File: config.mk
export PLATFORM = sky130hd
export DESIGN_NAME = riscv_exec_alu_stage
export DESIGN_NICKNAME = d
export VERILOG_FILES = /design/src/rtl/riscv_exec_alu_stage.sv
export SDC_FILE = /design/constraint.sdc
export NUM_CORES = 1
export LEC_CHECK = 0
export BUFFER_PORTS_ARGS = -buffer_cell sky130_fd_sc_hd__buf_2
export CORE_MARGIN = 10
export CORE_UTILIZATION = 53
export CTS_BUF_LIST = sky130_fd_sc_hd__clkbuf_8 sky130_fd_sc_hd__clkbuf_16
export DETAILED_ROUTE_END_ITERATION = 10
export GPL_TIMING_DRIVEN = 1
export PLACE_DENSITY = 0.85
export SLEW_MARGIN = 20
export SYNTH_ARGS = -nofsm -noshare
export SYNTH_HDL_FRONTEND = slang
export SYNTH_SLANG_ARGS = --single-unit
File: constraint.sdc
create_clock -name clk_i -period 5.5 [get_ports clk_i]
set_input_delay 0.825 -clock clk_i [delete_from_list [all_inputs] [get_ports clk_i]]
set_output_delay 0.825 -clock clk_i [all_outputs]
set_load 0.05 [all_outputs]
File: src/rtl/riscv_exec_alu_stage.sv
// RV32I integer ALU execute stage: decode into the E register, drive the
// external ALU, and queue results (2 deep) towards writeback.
package riscv_alu_pkg;
  typedef enum logic [3:0] {
    ALU_ADD              = 4'd0,
    ALU_SUB              = 4'd1,
    ALU_SHIFTL           = 4'd2,
    ALU_LESS_THAN_SIGNED = 4'd3,
    ALU_LESS_THAN        = 4'd4,
    ALU_XOR              = 4'd5,
    ALU_SHIFTR           = 4'd6,
    ALU_SHIFTR_ARITH     = 4'd7,
    ALU_OR               = 4'd8,
    ALU_AND              = 4'd9
  } alu_op_e;
endpackage

module riscv_exec_alu_stage
  import riscv_alu_pkg::*;
#(
  parameter int RETIRE_CNT_W = 32
) (
  input  logic                    clk_i,
  input  logic                    rst_i,
  input  logic                    in_valid_i,
  output logic                    in_ready_o,
  input  logic [6:0]              in_opcode_i,
  input  logic [2:0]              in_funct3_i,
  input  logic [6:0]              in_funct7_i,
  input  logic [31:0]             in_pc_i,
  input  logic [31:0]             in_rs1_val_i,
  input  logic [31:0]             in_rs2_val_i,
  input  logic [31:0]             in_imm_i,
  input  logic [4:0]              in_rd_i,
  output logic [3:0]              alu_op_o,
  output logic [31:0]             alu_a_o,
  output logic [31:0]             alu_b_o,
  input  logic [31:0]             alu_p_i,
  output logic                    out_valid_o,
  input  logic                    out_ready_i,
  output logic [4:0]              out_rd_o,
  output logic [31:0]             out_result_o,
  output logic                    out_wb_en_o,
  output logic                    out_illegal_o,
  output logic [RETIRE_CNT_W-1:0] retired_o
);

  localparam logic [6:0] OPC_OP    = 7'b0110011;
  localparam logic [6:0] OPC_OPIMM = 7'b0010011;
  localparam logic [6:0] OPC_LUI   = 7'b0110111;
  localparam logic [6:0] OPC_AUIPC = 7'b0010111;

  logic        e_valid;
  alu_op_e     e_op;
  logic [31:0] e_a;
  logic [31:0] e_b;
  logic [4:0]  e_rd;
  logic        e_wb_en;
  logic        e_illegal;

  logic [1:0]  cnt;
  logic        wr_ptr;
  logic        rd_ptr;
  logic [4:0]  q_rd  [2];
  logic [31:0] q_res [2];
  logic        q_wb  [2];
  logic        q_ill [2];

  logic [RETIRE_CNT_W-1:0] retired;

  alu_op_e     d_op;
  logic [31:0] d_a;
  logic [31:0] d_b;
  logic        d_ill;
  logic        f7_zero;
  logic        f7_alt;
  logic        is_op;
  logic        is_opi;
  logic        is_lui;
  logic        is_auipc;

  logic accept;
  logic advance;
  logic push;
  logic pop;

  function automatic alu_op_e f3_op(
    input logic [2:0] f3,
    input logic       alt
  );
    alu_op_e op;
    unique case (f3)
      3'b000: op = alt ? ALU_SUB : ALU_ADD;
      3'b001: op = ALU_SHIFTL;
      3'b010: op = ALU_LESS_THAN_SIGNED;
      3'b011: op = ALU_LESS_THAN;
      3'b100: op = ALU_XOR;
      3'b101: op = alt ? ALU_SHIFTR_ARITH : ALU_SHIFTR;
      3'b110: op = ALU_OR;
      3'b111: op = ALU_AND;
    endcase
    return op;
  endfunction

  assign is_op    = in_opcode_i == OPC_OP;
  assign is_opi   = in_opcode_i == OPC_OPIMM;
  assign is_lui   = in_opcode_i == OPC_LUI;
  assign is_auipc = in_opcode_i == OPC_AUIPC;
  assign f7_zero  = in_funct7_i == 7'b0000000;
  assign f7_alt   = in_funct7_i == 7'b0100000;

  always_comb begin
    d_op  = ALU_ADD;
    d_a   = '0;
    d_b   = '0;
    d_ill = 1'b0;
    unique case (1'b1)
      is_op: begin
        d_a  = in_rs1_val_i;
        d_b  = in_rs2_val_i;
        d_op = f3_op(in_funct3_i, f7_alt);
        if (!(f7_zero || f7_alt))
          d_ill = 1'b1;
        else if (f7_alt && in_funct3_i != 3'b000
                 && in_funct3_i != 3'b101)
          d_ill = 1'b1;
      end
      is_opi: begin
        d_a  = in_rs1_val_i;
        d_b  = in_imm_i;
        // funct7 is only meaningful on shifts; elsewhere it is imm bits
        d_op = f3_op(in_funct3_i,
                     in_funct3_i == 3'b101 && f7_alt);
        if (in_funct3_i == 3'b001 && !f7_zero)
          d_ill = 1'b1;
        if (in_funct3_i == 3'b101 && !(f7_zero || f7_alt))
          d_ill = 1'b1;
      end
      is_lui: begin
        d_b = in_imm_i;
      end
      is_auipc: begin
        d_a = in_pc_i;
        d_b = in_imm_i;
      end
      default: d_ill = 1'b1;
    endcase
    if (d_ill) begin
      d_op = ALU_ADD;
      d_a  = '0;
      d_b  = '0;
    end
  end

  assign in_ready_o = !e_valid || !cnt[1];
  assign accept     = in_valid_i && in_ready_o;
  assign advance    = e_valid && !cnt[1];
  assign push       = advance;
  assign out_valid_o = cnt != 2'd0;
  assign pop        = out_valid_o && out_ready_i;

  always_ff @(posedge clk_i) begin
    if (rst_i) begin
      e_valid   <= 1'b0;
      e_op      <= ALU_ADD;
      e_a       <= '0;
      e_b       <= '0;
      e_rd      <= '0;
      e_wb_en   <= 1'b0;
      e_illegal <= 1'b0;
    end else if (accept) begin
      e_valid   <= 1'b1;
      e_op      <= d_op;
      e_a       <= d_a;
      e_b       <= d_b;
      e_rd      <= in_rd_i;
      e_wb_en   <= !d_ill && in_rd_i != 5'd0;
      e_illegal <= d_ill;
    end else if (advance) begin
      e_valid   <= 1'b0;
    end
  end

  always_ff @(posedge clk_i) begin
    if (rst_i) begin
      cnt     <= '0;
      wr_ptr  <= 1'b0;
      rd_ptr  <= 1'b0;
      retired <= '0;
      for (int i = 0; i < 2; i++) begin
        q_rd[i]  <= '0;
        q_res[i] <= '0;
        q_wb[i]  <= 1'b0;
        q_ill[i] <= 1'b0;
      end
    end else begin
      if (push) begin
        q_rd[wr_ptr]  <= e_rd;
        q_res[wr_ptr] <= alu_p_i;
        q_wb[wr_ptr]  <= e_wb_en;
        q_ill[wr_ptr] <= e_illegal;
        wr_ptr        <= ~wr_ptr;
      end
      if (pop) begin
        rd_ptr  <= ~rd_ptr;
        retired <= retired + RETIRE_CNT_W'(1);
      end
      unique case ({push, pop})
        2'b10:   cnt <= cnt + 2'd1;
        2'b01:   cnt <= cnt - 2'd1;
        default: cnt <= cnt;
      endcase
    end
  end

  assign alu_op_o      = e_op;
  assign alu_a_o       = e_a;
  assign alu_b_o       = e_b;
  assign out_rd_o      = q_rd[rd_ptr];
  assign out_result_o  = q_res[rd_ptr];
  assign out_wb_en_o   = q_wb[rd_ptr];
  assign out_illegal_o = q_ill[rd_ptr];
  assign retired_o     = retired;

endmodule

==> results of run 1 <==
[stage by stage]
stage                     utilization  area [sq um]  power, W  hold slack, ns
after floorplan                     -          8411  0.002231          0.4357
after global placement         0.6617         10170  0.002450          0.4286
after detailed placement       0.6617         10170  0.002463          0.4344
after CTS                      0.6984         10740  0.003628          0.4502
after global routing           0.6987         10740  0.003742          0.4642
final                          0.6991         10750  0.003607          0.4486
[worst min-delay path: stages (launching register included)]
cell,delay (ns)
dfxtp_1,0.32
nand2_1,0.04
o21ai_0,0.05
[power groups by stage]
stage               combinational [W]  clock, W  sequential, W
global placement             0.000796         0        0.00165
global route                 0.000851   0.00125        0.00164
detailed placement           0.000805         0        0.00166
CTS                          0.000809   0.00119        0.00163
finish                       0.000805   0.00118        0.00163
floorplan                    0.000605         0        0.00163
[worst max path at each step]
stage                               end  slack (ns)  cells after the start           startpoint
2_1_floorplan    q_ill[0]$_SDFFCE_PN0P_        2.64                      2  cnt[1]$_SDFFE_PP0P_
3_3_place_gp   alu_op_o[2]$_SDFFE_PP0P_        2.39                      6       in_opcode_i[2]
3_5_place_dp   alu_op_o[2]$_SDFFE_PP0P_        2.34                      6       in_opcode_i[2]
4_1_cts                     out_rd_o[1]        2.62                      2            flip-flop
5_1_grt                     out_rd_o[1]        2.52                      2            flip-flop
6_report                    out_rd_o[1]        2.64                      2            flip-flop
[routing by layer]
layer	wire (um)	part of all wire	vias up
met1	9668	0.40	3166
met3	1829	0.076	29
met5	0	0	-
met4	421	0.017	0
met2	12250	0.51	225
li1	-	-	3351
[cell type report]
cell class	count	area [sq um]
multi-input cells	551	3622
inverters	2	7.507
clock inverters	14	113.9
repair buffers	332	1677
fillers	1185	4626
well taps	211	264.0
clock buffers	18	450.4
flip-flops and latches	191	4606
diodes	2	5.005
[registers in the layout, summed over array words and instances (netlist names), named ones only]
signal	cells
q_ill	2
q_res	64
e_illegal	1
q_wb	2
retired_o	32
alu_b_o	32
alu_a_o	32
e_valid	1
e_wb_en	1
cnt	2
alu_op_o	4
wr_ptr	1
e_rd	5
q_rd	10
rd_ptr	1
[cell usage in the layout, fill, tap and decap left out, types with 5 or more instances in the layout]
cell | netlist | routed
o21ai_0 | 49 | 49
edfxtp_1 | 78 | 78
buf_2 | 5 | 326
a21oi_1 | 43 | 43
nor2b_1 | 35 | 33
xnor2_1 | 13 | 13
and4_1 | 6 | 6
dfxtp_1 | 113 | 112
nand2_1 | 93 | 93
and2_1 | 84 | 84
o21ai_2 | 20 | 20
nand4_1 | 10 | 10
xor2_1 | 20 | 20
buf_4 | 0 | 6
nand3_1 | 11 | 11
mux2i_1 | 33 | 33
mux2_2 | 40 | 40
nor2_1 | 42 | 41
clkbuf_16 | 0 | 18
nor3_1 | 6 | 5
[kinds of logic (layout without fill, tap and decap cells)]
group,after synthesis,in the layout,synth area share
XOR/XNOR,33,33,0.03437
multiplexers,73,73,0.09283
other,0,2,0
buffers and inverters,47,366,0.02708
AO/OA/AOI/OAI,125,125,0.08926
adder cells (fa/ha/maj),2,2,0.002975
flip-flops,191,191,0.5475
AND/OR/NAND/NOR,318,318,0.2060
==> results by group, run 1 <==
Run status
  • Status: finished, final reports clean

Finish
  • Area Overhead vs Synth: 27.76%
  • Fin cells: 1,321
  • Layout cells sized above 1: 0.3980
  • Fin nets: 1,283

Setup path
  • Cell Chain, Critical Path: mux2_2 > buf_2
  • CP max FO: 39
  • Worst r2r path cells: 5
  • Worst path top cell family by delay: flip-flops
  • CP max stage delay: 0.94 ns
  • Kind of critical path: flip-flop to output port
  • R2r endpoint: alu_op_o[2]$_SDFFE_PP0P_
  • CP startpoint kind: flip-flop
  • Setup crit end kind: output port
  • Crit-path slowest cell: dfxtp_2
  • Reg-to-reg critical path startpoint: cnt[1]$_SDFFE_PP0P_
  • Buf/Inv on CP: 1
  • Critical Path RT: 4.68 ns
  • Worst reg-to-reg setup slack: between 3 and 4 ns
  • Crit path DAT: roughly 2.0 ns

Drt
  • Post-route ant nets: 0
  • DR vias: 6,771
  • Vias per cell: 5.126
  • WL/cell: about 18 um
  • Post-Route WL: 24,170 um
  • DRC viols: 0
  • Drt pass-1 iters: 4
  • DR iter-0 viols: 307

Hold path
  • Hold WC Path Type: flip-flop to flip-flop
  • Hold Startpoint: alu_b_o[9]$_SDFFE_PP0P_
  • Min-Delay Endpoint: alu_b_o[9]$_SDFFE_PP0P_
  • WHS Path Cells: 2

Floorplanning
  • IO Count: 327
  • Die Height: 146.0 um
  • Initial Util: 0.5472
  • Die width: 146.0 um
  • Row cnt: 45
  • Die area: between 20,000 and 25,000 sq um
  • Core Box Area: 15,370 sq um

Timing
  • Fin Clk Skew: 0.009207 ns
  • Setup tns final: 0 ns
  • Achievable Freq: about 350 MHz
  • Pins Over Slew Limit: 0
  • Final WS setup: 2.643 ns
  • Final min period: 2.857 ns
  • Worst slew pin tran: 0.9399 ns
  • Final Hold Viols: 0
  • Crit share post-route: 0.5195
  • Final setup violation count: 0
  • Slew Limit Headroom: 0.3734
  • RSZ-0062 raised after global routing: no

Synth
  • Top post-synthesis cells by area: edfxtp_1 (28%), dfxtp_1 (27%), and2_1 (6.2%)
  • Cells after synthesis: 789
  • Synth cell count leaders: dfxtp_1 (113), nand2_1 (93), and2_1 (84)
  • Largest area contributor in the netlist: edfxtp_1
  • Synth cell types: 54
  • Synth top area share: 0.2785
  • Count leader, synth: dfxtp_1
  • Async S/R FF share, synth: 0
  • Seq/Total Area, Yosys: 0.5475
  • Synthesized flop and latch total: 191
  • Main synth FF type: dfxtp_1
  • Post-Syn Area: 8411 sq um
  • Yosys warnings: 0
  • Post-synth EDFFs: 78
  • Average size of a mapped cell: 10.66 sq um
  • Post-Syn Nets: slightly below 1,000

Global routing
  • Total track usage: 0.2147
  • Most used routing layer: met2
  • Global-route wire length before repair: 36,760 um
  • Initial antenna violation count: 1
  • Global Route met1 Usage: 0.2626
  • Largest net degree at the start of global routing: roughly 70
  • Met3 usage: 0.06489
  • Global route overflow: 0
  • M2 GR Usage: 0.3571
  • Vias in the first global route: 6,762

Power
  • Cell area power density: ~340 nW/um^2
  • P_sw: ~0.0011 W
  • Sw frac: 0.3150
  • Int Pwr: 0.002471 W
  • Logic pwr share: 0.223
  • Pleak: 4.746 nW
  • Sequential share of power: 0.451
  • Clk pwr share: 0.326
  • Max rail drop VDD: 0.2287 mV

Clock network
  • Skew-Pair Late Insertion Delay: 0.42 ns
  • Clk sink count: 191
  • CTS-repair resized insts: 0
  • Post-CTS Setup Bufs: 0
  • Htree depth: 4
  • CTS tree: done
  • Worst-case clock buffer depth: 2
  • CTS buffer count: 17
  • CTS Root Cell: clkbuf_16
  • Hold-fix buffers, CTS: 0
  • Reg clk slew, reported paths: 0.07 ns

Place
  • Port bufs: approximately 330
  • Placed Cells: between 1,000 and 1,500
  • DP Wirelength: 18,340 um
  • DP Worst Slack: 2.341 ns
  • Final GP Congestion: 0.9397

Job
  • Max cap viols: 0
No activity file was read; power rests on OpenSTA's default activity.
==> run 2: changes to the inputs <==
--- a/config.mk
+++ b/config.mk
@@ -7,11 +7,11 @@
 export LEC_CHECK = 0
 export BUFFER_PORTS_ARGS = -buffer_cell sky130_fd_sc_hd__buf_2
 export CORE_MARGIN = 10
-export CORE_UTILIZATION = 53
+export CORE_UTILIZATION = 44
 export CTS_BUF_LIST = sky130_fd_sc_hd__clkbuf_8 sky130_fd_sc_hd__clkbuf_16
 export DETAILED_ROUTE_END_ITERATION = 10
 export GPL_TIMING_DRIVEN = 1
-export PLACE_DENSITY = 0.85
+export PLACE_DENSITY = 0.75
 export SLEW_MARGIN = 20
 export SYNTH_ARGS = -nofsm -noshare
 export SYNTH_HDL_FRONTEND = slang
==> constraint.sdc (replaced) <==
create_clock -name clk_i -period 2.41 [get_ports clk_i]
set_input_delay 0.3615 -clock clk_i [delete_from_list [all_inputs] [get_ports clk_i]]
set_output_delay 0.3615 -clock clk_i [all_outputs]
set_load 0.05 [all_outputs]
==> run 2 against run 1 <==
Clock power grew 130%. Wire length is 1.8% lower. Power grew 130%. Sequential share of layout area is 0.54 points lower. Non-clock buffer count increased by 6. Register-to-register slack got worse by 2.7 ns. Die area up 18%. Via count fell by 1.3%. Flip-flop and latch count stayed put. Worst hold slack lost 0.25 ns. Utilization shrank 12 points. Critical endpoint is now q_rd[1][1]$_SDFFCE_PN0P_. Largest cell class unchanged. Highest routed layer is now met5.
==> results by group, run 2 (synthesis gave the netlist of run 1 again) <==
Global routing
  • Global-route wire length before repair: 35,360 um (-3.8%)
  • Largest net degree at the start of global routing: 69 (unchanged)
  • Total track usage: 0.1789 (-0.03579)
  • Initial antenna violation count: 1 (unchanged)
  • Vias in the first global route: 6,549 (-3.1%)
  • Global route overflow: 0 (unchanged)

Setup path
  • CP max stage delay: 0.79 ns (-0.15 ns)
  • CP startpoint kind: flip-flop
  • Buf/Inv on CP: 0 (-1)
  • Critical Path RT: 2.44 ns (-2.24 ns)
  • Cell Chain, Critical Path: nand2b_1 > nor3b_2 > or2_2
  • Kind of critical path: flip-flop to flip-flop
  • Crit path DAT: 2.08 ns (+0.05 ns)
  • Worst path top cell family by delay: simple AND/OR/NAND/NOR gates
  • Crit-path slowest cell: or2_2
  • CP max FO: 39 (unchanged)
  • Setup crit end kind: flip-flop

Drt
  • Top sig layer: met5
  • Drt pass-1 iters: 5 (+1)
  • WL/cell: 17.61 um (-3.8%)
  • Post-route ant nets: 0 (unchanged)
  • DR iter-0 viols: 363 (+18%)
  • Post-Route WL: 23,740 um (-1.8%)
  • DRC viols: 0 (unchanged)
  • WL met3: 1788 um (-2.2%)
  • Met2 Routed Length: 11,770 um (-3.9%)
  • Met1 WL: 9809 um (+1.5%)
  • Vias per cell: 4.956 (-3.3%)
  • DR vias: 6,681 (-1.3%)

Power
  • Pleak: 4.798 nW (+1.1%)
  • P_sw: 0.002607 W (+130%)
  • Cell area power density: 766.8 nW/um^2 (+130%)
  • Max rail drop VDD: 0.4744 mV (+110%)
  • Sequential share of power: 0.433 (-0.018)
  • Int Pwr: 0.005738 W (+130%)
  • Logic pwr share: 0.235 (+0.012)
  • Clk pwr share: 0.332 (+0.006)
  • Sw frac: 0.3124 (-0.002599)
  • Final Total Pwr: 0.008345 W (+130%)

Timing
  • Slew Limit Headroom: 0.3452 (-0.02814)
  • Worst slew pin tran: 0.9821 ns (+0.04220 ns)
  • Setup tns final: 0 ns (unchanged)
  • RSZ-0062 raised after global routing: no
  • Final setup violation count: 0 (unchanged)
  • Crit share post-route: 0.8472
  • Final WS setup: 0.3683 ns (-2.275 ns)
  • Final min period: 2.042 ns
  • Fin Clk Skew: 0.008612 ns (-0.0005948 ns)
  • Pins Over Slew Limit: 0 (unchanged)
  • Final Hold Viols: 0 (unchanged)
  • Achievable Freq: ~490 MHz

Finish
  • Max FFs per register: 64 (unchanged)
  • Multi-input gate area: 3617 sq um (-0.14%)
  • Register area: 4606 sq um (unchanged)
  • Fin cells: 1,348 (+2.0%)
  • FILL cells: 1,649 (+39%)
  • Most common cell after layout, fill and taps aside: buf_2
  • Most frequent cells in the layout: buf_2 (326), dfxtp_1 (112), nand2_1 (93)
  • Fin nets: 1,289 (+0.47%)
  • Antenna Cells: 0 (-2)
  • Area Overhead vs Synth: 29.40%
  • Final core utilization: 0.5799 (-0.1192)
  • Layout cells sized above 1: 0.4004 (+0.002345)
  • Reg with most FFs: q_res

Floorplanning
  • Initial Util: 0.4481 (-0.09904)
  • IO Count: 327 (unchanged)
  • Die area: 25,040 sq um (+18%)
  • Die Height: 158.3 um (+8.4%)
  • Core Box Area: 18,770 sq um (+22%)
  • Row cnt: 50 (+11%)
  • Die width: 158.3 um (+8.4%)

Clock network
  • CTS-repair resized insts: 0 (unchanged)
  • Reg clk slew, reported paths: 0.07 ns (about the same)
  • Htree depth: 4 (unchanged)
  • Worst-case clock buffer depth: 2 (unchanged)
  • CTS buffer count: 17 (unchanged)
  • CTS tree: done
  • CTS Root Cell: clkbuf_16
  • Skew-Pair Late Insertion Delay: 0.42 ns (about the same)
  • Hold-fix buffers, CTS: 0 (unchanged)
  • Clk sink count: 191 (unchanged)
  • Post-CTS Setup Bufs: 0 (unchanged)

Place
  • DP Wirelength: 17,870 um (-2.6%)
  • Port bufs: 326 (unchanged)
  • Placed Cells: 1,316 (+2.3%)
  • DP Worst Slack: 0.2014 ns (-2.139 ns)
  • Final GP Congestion: 0.8779 (-6.6%)

Run status
  • Status: finished, final reports clean

Job
  • Max cap viols: 0 (unchanged)

Hold path
  • Hold WC Path Type: primary input to flip-flop
[run 2: changes by cell type in the layout (fill, tap and decap cells not counted), moves of 2 or more]
| cell | change |
|---|---|
| buf_12 | +4 |
| buf_4 | +2 |
| clkbuf_8 | +2 |
| clkinv_2 | -3 |
| diode_2 | -2 |
| inv_4 | -2 |
[run 2: path summary, 6_finish.rpt]
check | depth (start not counted) | slack (ns) | to | from
worst max-delay path | 3 | 0.37 | q_rd[1][1]$_SDFFCE_PN0P_ | cnt[1]$_SDFFE_PP0P_
worst min-delay path | 3 | 0.20 | alu_a_o[18]$_SDFFE_PP0P_ | in_pc_i[18]
worst max register to register | 3 | 0.37 | q_rd[1][1]$_SDFFCE_PN0P_ | cnt[1]$_SDFFE_PP0P_
worst min register to register | 2 | 0.45 | alu_a_o[28]$_SDFFE_PP0P_ | alu_a_o[28]$_SDFFE_PP0P_
[run 2: stage by stage]
step           cell area (sq um)  hold WS [ns]
2_1_floorplan               8414        0.4357
3_5_place_dp               10290        0.4352
3_3_place_gp               10290        0.4295
5_1_grt                    10880        0.1897
6_report                   10880        0.1969
4_1_cts                    10880        0.1794
[run 2: worst min-delay path, delay by kind of cell]
| family | cells | cell delay (ns) |
|---|---|---|
| AO/OA/AOI/OAI | 2 | 0.15 |
| buffers and inverters | 1 | 0.07 |
[run 2: per-layer routing]
| layer | global-route usage | up-vias |
|---|---|---|
| li1 | - | 3359 |
| met1 | 0.2284 | 3097 |
| met2 | 0.2881 | 201 |
| met3 | 0.05262 | 22 |
| met4 | 0.05117 | 2 |
| met5 | 0 | - |
[run 2: power groups by stage]
stage / registers [W] / logic, W / clock network (W)
after floorplan: 0.00371 / 0.00138 / 0
after global placement: 0.00368 / 0.00197 / 0
final: 0.00361 / 0.00196 / 0.00277
after CTS: 0.00362 / 0.00199 / 0.00282
after detailed placement: 0.00369 / 0.00198 / 0
after global routing: 0.00364 / 0.00209 / 0.00295
[run 2: final cells by class]
type | instances | area share
flip-flops and latches | 191 | 0.4232
multi-input cells | 551 | 0.3324
repair buffers | 338 | 0.1628
clock buffers | 20 | 0.04392
well taps | 234 | 0.02690
clock inverters | 12 | 0.01012
inverters | 2 | 0.0006898
==> run 3: changes to the inputs <==
==> constraint.sdc (replaced) <==
create_clock -name clk_i -period 1.8 [get_ports clk_i]
set_input_delay 0.27 -clock clk_i [delete_from_list [all_inputs] [get_ports clk_i]]
set_output_delay 0.27 -clock clk_i [all_outputs]
set_load 0.05 [all_outputs]
==> run 3 against run 2 <==
The flow now finishes with violations (setup timing). Clock skew rose by 0.0035 ns. Cell count rose by 2.4%. Design area rose by 6.1%. Wire length rose by 5.6%. Register-to-register slack got worse by 0.23 ns.
==> results by group, run 3 (synthesis gave the netlist of run 1 again) <==
Drt
  • WL/cell: 18.16 um (+3.1%)
  • DR vias: 6,914 (+3.5%)
  • Vias per cell: 5.010 (+1.1%)
  • Drt pass-1 iters: 5 (unchanged)
  • DR iter-0 viols: 378 (+4.1%)
  • Post-Route WL: 25,060 um (+5.6%)
  • DRC viols: 0 (unchanged)
  • Post-route ant nets: 0 (unchanged)

Floorplanning
  • Die width: 158.3 um (unchanged)
  • Row cnt: 50 (unchanged)
  • Core Box Area: 18,770 sq um (unchanged)
  • Initial Util: 0.4481 (unchanged)
  • IO Count: 327 (unchanged)
  • Die area: 25,040 sq um (unchanged)
  • Die Height: 158.3 um (unchanged)

Finish
  • Fin nets: 1,321 (+2.5%)
  • Area Overhead vs Synth: 37.24%
  • Most common cell after layout, fill and taps aside: buf_2
  • Antenna Cells: 0 (unchanged)
  • FILL cells: 1,563 (-5.2%)
  • Most frequent cells in the layout: buf_2 (287), dfxtp_1 (97), nand2_1 (92)
  • Max FFs per register: 64 (unchanged)
  • Reg with most FFs: q_res
  • Layout cells sized above 1: 0.4354 (+0.03507)

Clock network
  • Reg clk slew, reported paths: 0.07 ns (about the same)
  • Skew-Pair Late Insertion Delay: 0.43 ns (about the same)
  • CTS Root Cell: clkbuf_16
  • CTS buffer count: 17 (unchanged)
  • Clk sink count: 191 (unchanged)
  • Hold-fix buffers, CTS: 0 (unchanged)
  • CTS tree: done
  • Htree depth: 4 (unchanged)
  • Post-CTS Setup Bufs: 0 (unchanged)
  • Worst-case clock buffer depth: 2 (unchanged)

Timing
  • Final setup violation count: 31 (+31)
  • Final min period: 1.832 ns
  • RSZ-0062 raised after global routing: yes
  • Final WS setup: -0.03205 ns (-0.4003 ns)
  • Final Hold Viols: 0 (unchanged)
  • Crit share post-route: 1.018
  • Slew Limit Headroom: 0.6387 (+0.2935)
  • Worst slew pin tran: 0.5419 ns (-0.4402 ns)
  • Achievable Freq: 545.8 MHz
  • Setup tns final: -0.5670 ns (-0.5670 ns)
  • Fin Clk Skew: 0.01214 ns (+0.003532 ns)
  • Pins Over Slew Limit: 0 (unchanged)

Run status
  • Failing checks: setup timing
  • Status: finished, violations left

Global routing
  • Vias in the first global route: 7,055 (+7.7%)
  • Largest net degree at the start of global routing: 69 (unchanged)
  • Global route overflow: 0 (unchanged)
  • Total track usage: 0.1900 (+0.01109)
  • Global-route wire length before repair: 37,450 um (+5.9%)
  • Initial antenna violation count: 2 (+1)

Setup path
  • CP max stage delay: 0.44 ns (-0.35 ns)
  • Kind of critical path: flip-flop to output port
  • Cell Chain, Critical Path: clkbuf_16 > mux2_2 > buf_6
  • Setup crit end kind: output port
  • CP startpoint kind: flip-flop
  • Critical Path RT: 1.53 ns (-0.91 ns)
  • CP max FO: 9 (-77%)
  • Crit-path slowest cell: dfxtp_4
  • Crit path DAT: 1.56 ns (-0.52 ns)

Job
  • Max cap viols: 0 (unchanged)

Hold path
  • Hold WC Path Type: primary input to flip-flop

Place
  • Port bufs: 326 (unchanged)
  • Final GP Congestion: 0.8691 (-1.0%)
  • DP Wirelength: 18,440 um (+3.2%)
  • DP Worst Slack: -0.09672 ns (-0.2982 ns)

Power
  • Pleak: 5.091 nW (+6.1%)
  • Cell area power density: 1034 nW/um^2 (+35%)
  • Max rail drop VDD: 0.7146 mV (+51%)
[run 3: changes by cell type in the layout (fill, tap and decap cells not counted), moves of 3 or more]
cell,before,now
dfxtp_1,112,97
buf_2,326,287
inv_1,5,2
mux2_4,0,9
buf_6,0,39
buf_4,8,35
mux2_2,40,31
dfxtp_2,1,15
[run 3: cell type report]
type | count | area [sq um] | area share
clock inverter | 15 | 166.4 | 0.01442
timing repair buffer | 370 | 2338 | 0.2026
tap | 234 | 292.8 | 0.02537
sequential | 191 | 4627 | 0.4009
clock buffer | 17 | 425.4 | 0.03686
inverter | 2 | 7.507 | 0.0006504
multi-input combinational | 551 | 3685 | 0.3192
[run 3: through the flow]
stage          hold WS [ns]  cell area [sq um]  total power (W)  utilization  std cells
2_1_floorplan        0.3874               8453         0.006836            -        789
3_3_place_gp         0.4291              10570         0.007616       0.5631       1345
3_5_place_dp         0.4362              10570         0.007642       0.5631       1345
4_1_cts             0.07376              11480          0.01191       0.6115       1379
5_1_grt             0.08211              11540          0.01238       0.6150       1380
6_report            0.08925              11540          0.01193       0.6150       1380
[run 3: path summary, 6_finish.rpt]
check	cells after the start	slack [ns]	endpoint	from
worst max-delay path	3	-0.03	out_result_o[17]	flip-flop
worst min register to register	2	0.45	alu_a_o[1]$_SDFFE_PP0P_	alu_a_o[1]$_SDFFE_PP0P_
worst min-delay path	3	0.09	e_rd[3]$_SDFFE_PP0P_	in_rd_i[3]
worst max register to register	5	0.14	retired_o[14]$_SDFFE_PP0P_	cnt[0]$_SDFFE_PP0P_
[run 3: metal layers]
layer	up-vias	wire [um]	track usage
met5	-	27	0
met2	218	12680	0.3171
met3	35	1676	0.05343
met4	4	422	0.05558
li1	3422	-	-
met1	3235	10250	0.2343
[run 3: report_power, final]
part / switching, W / internal (W)
Combinational: 0.00188 / 0.00137
Sequential: 0.000139 / 0.00475
Clock: 0.00177 / 0.00203
[run 3: worst max-delay path, delay by kind of cell, from the launching register on]
| kind | cells | cell delay (ns) |
|---|---|---|
| buf+inv | 2 | 0.34 |
| mux | 1 | 0.34 |
| flops | 1 | 0.44 |
[run 3: what timing repair did]
| item | CTS | global route |
|---|---|---|
| pin swaps | 0 | 0 |
| gates cloned | 2 | 1 |
| setup endpoints to repair | 39 | 43 |
| gates resized for setup | 85 | 9 |
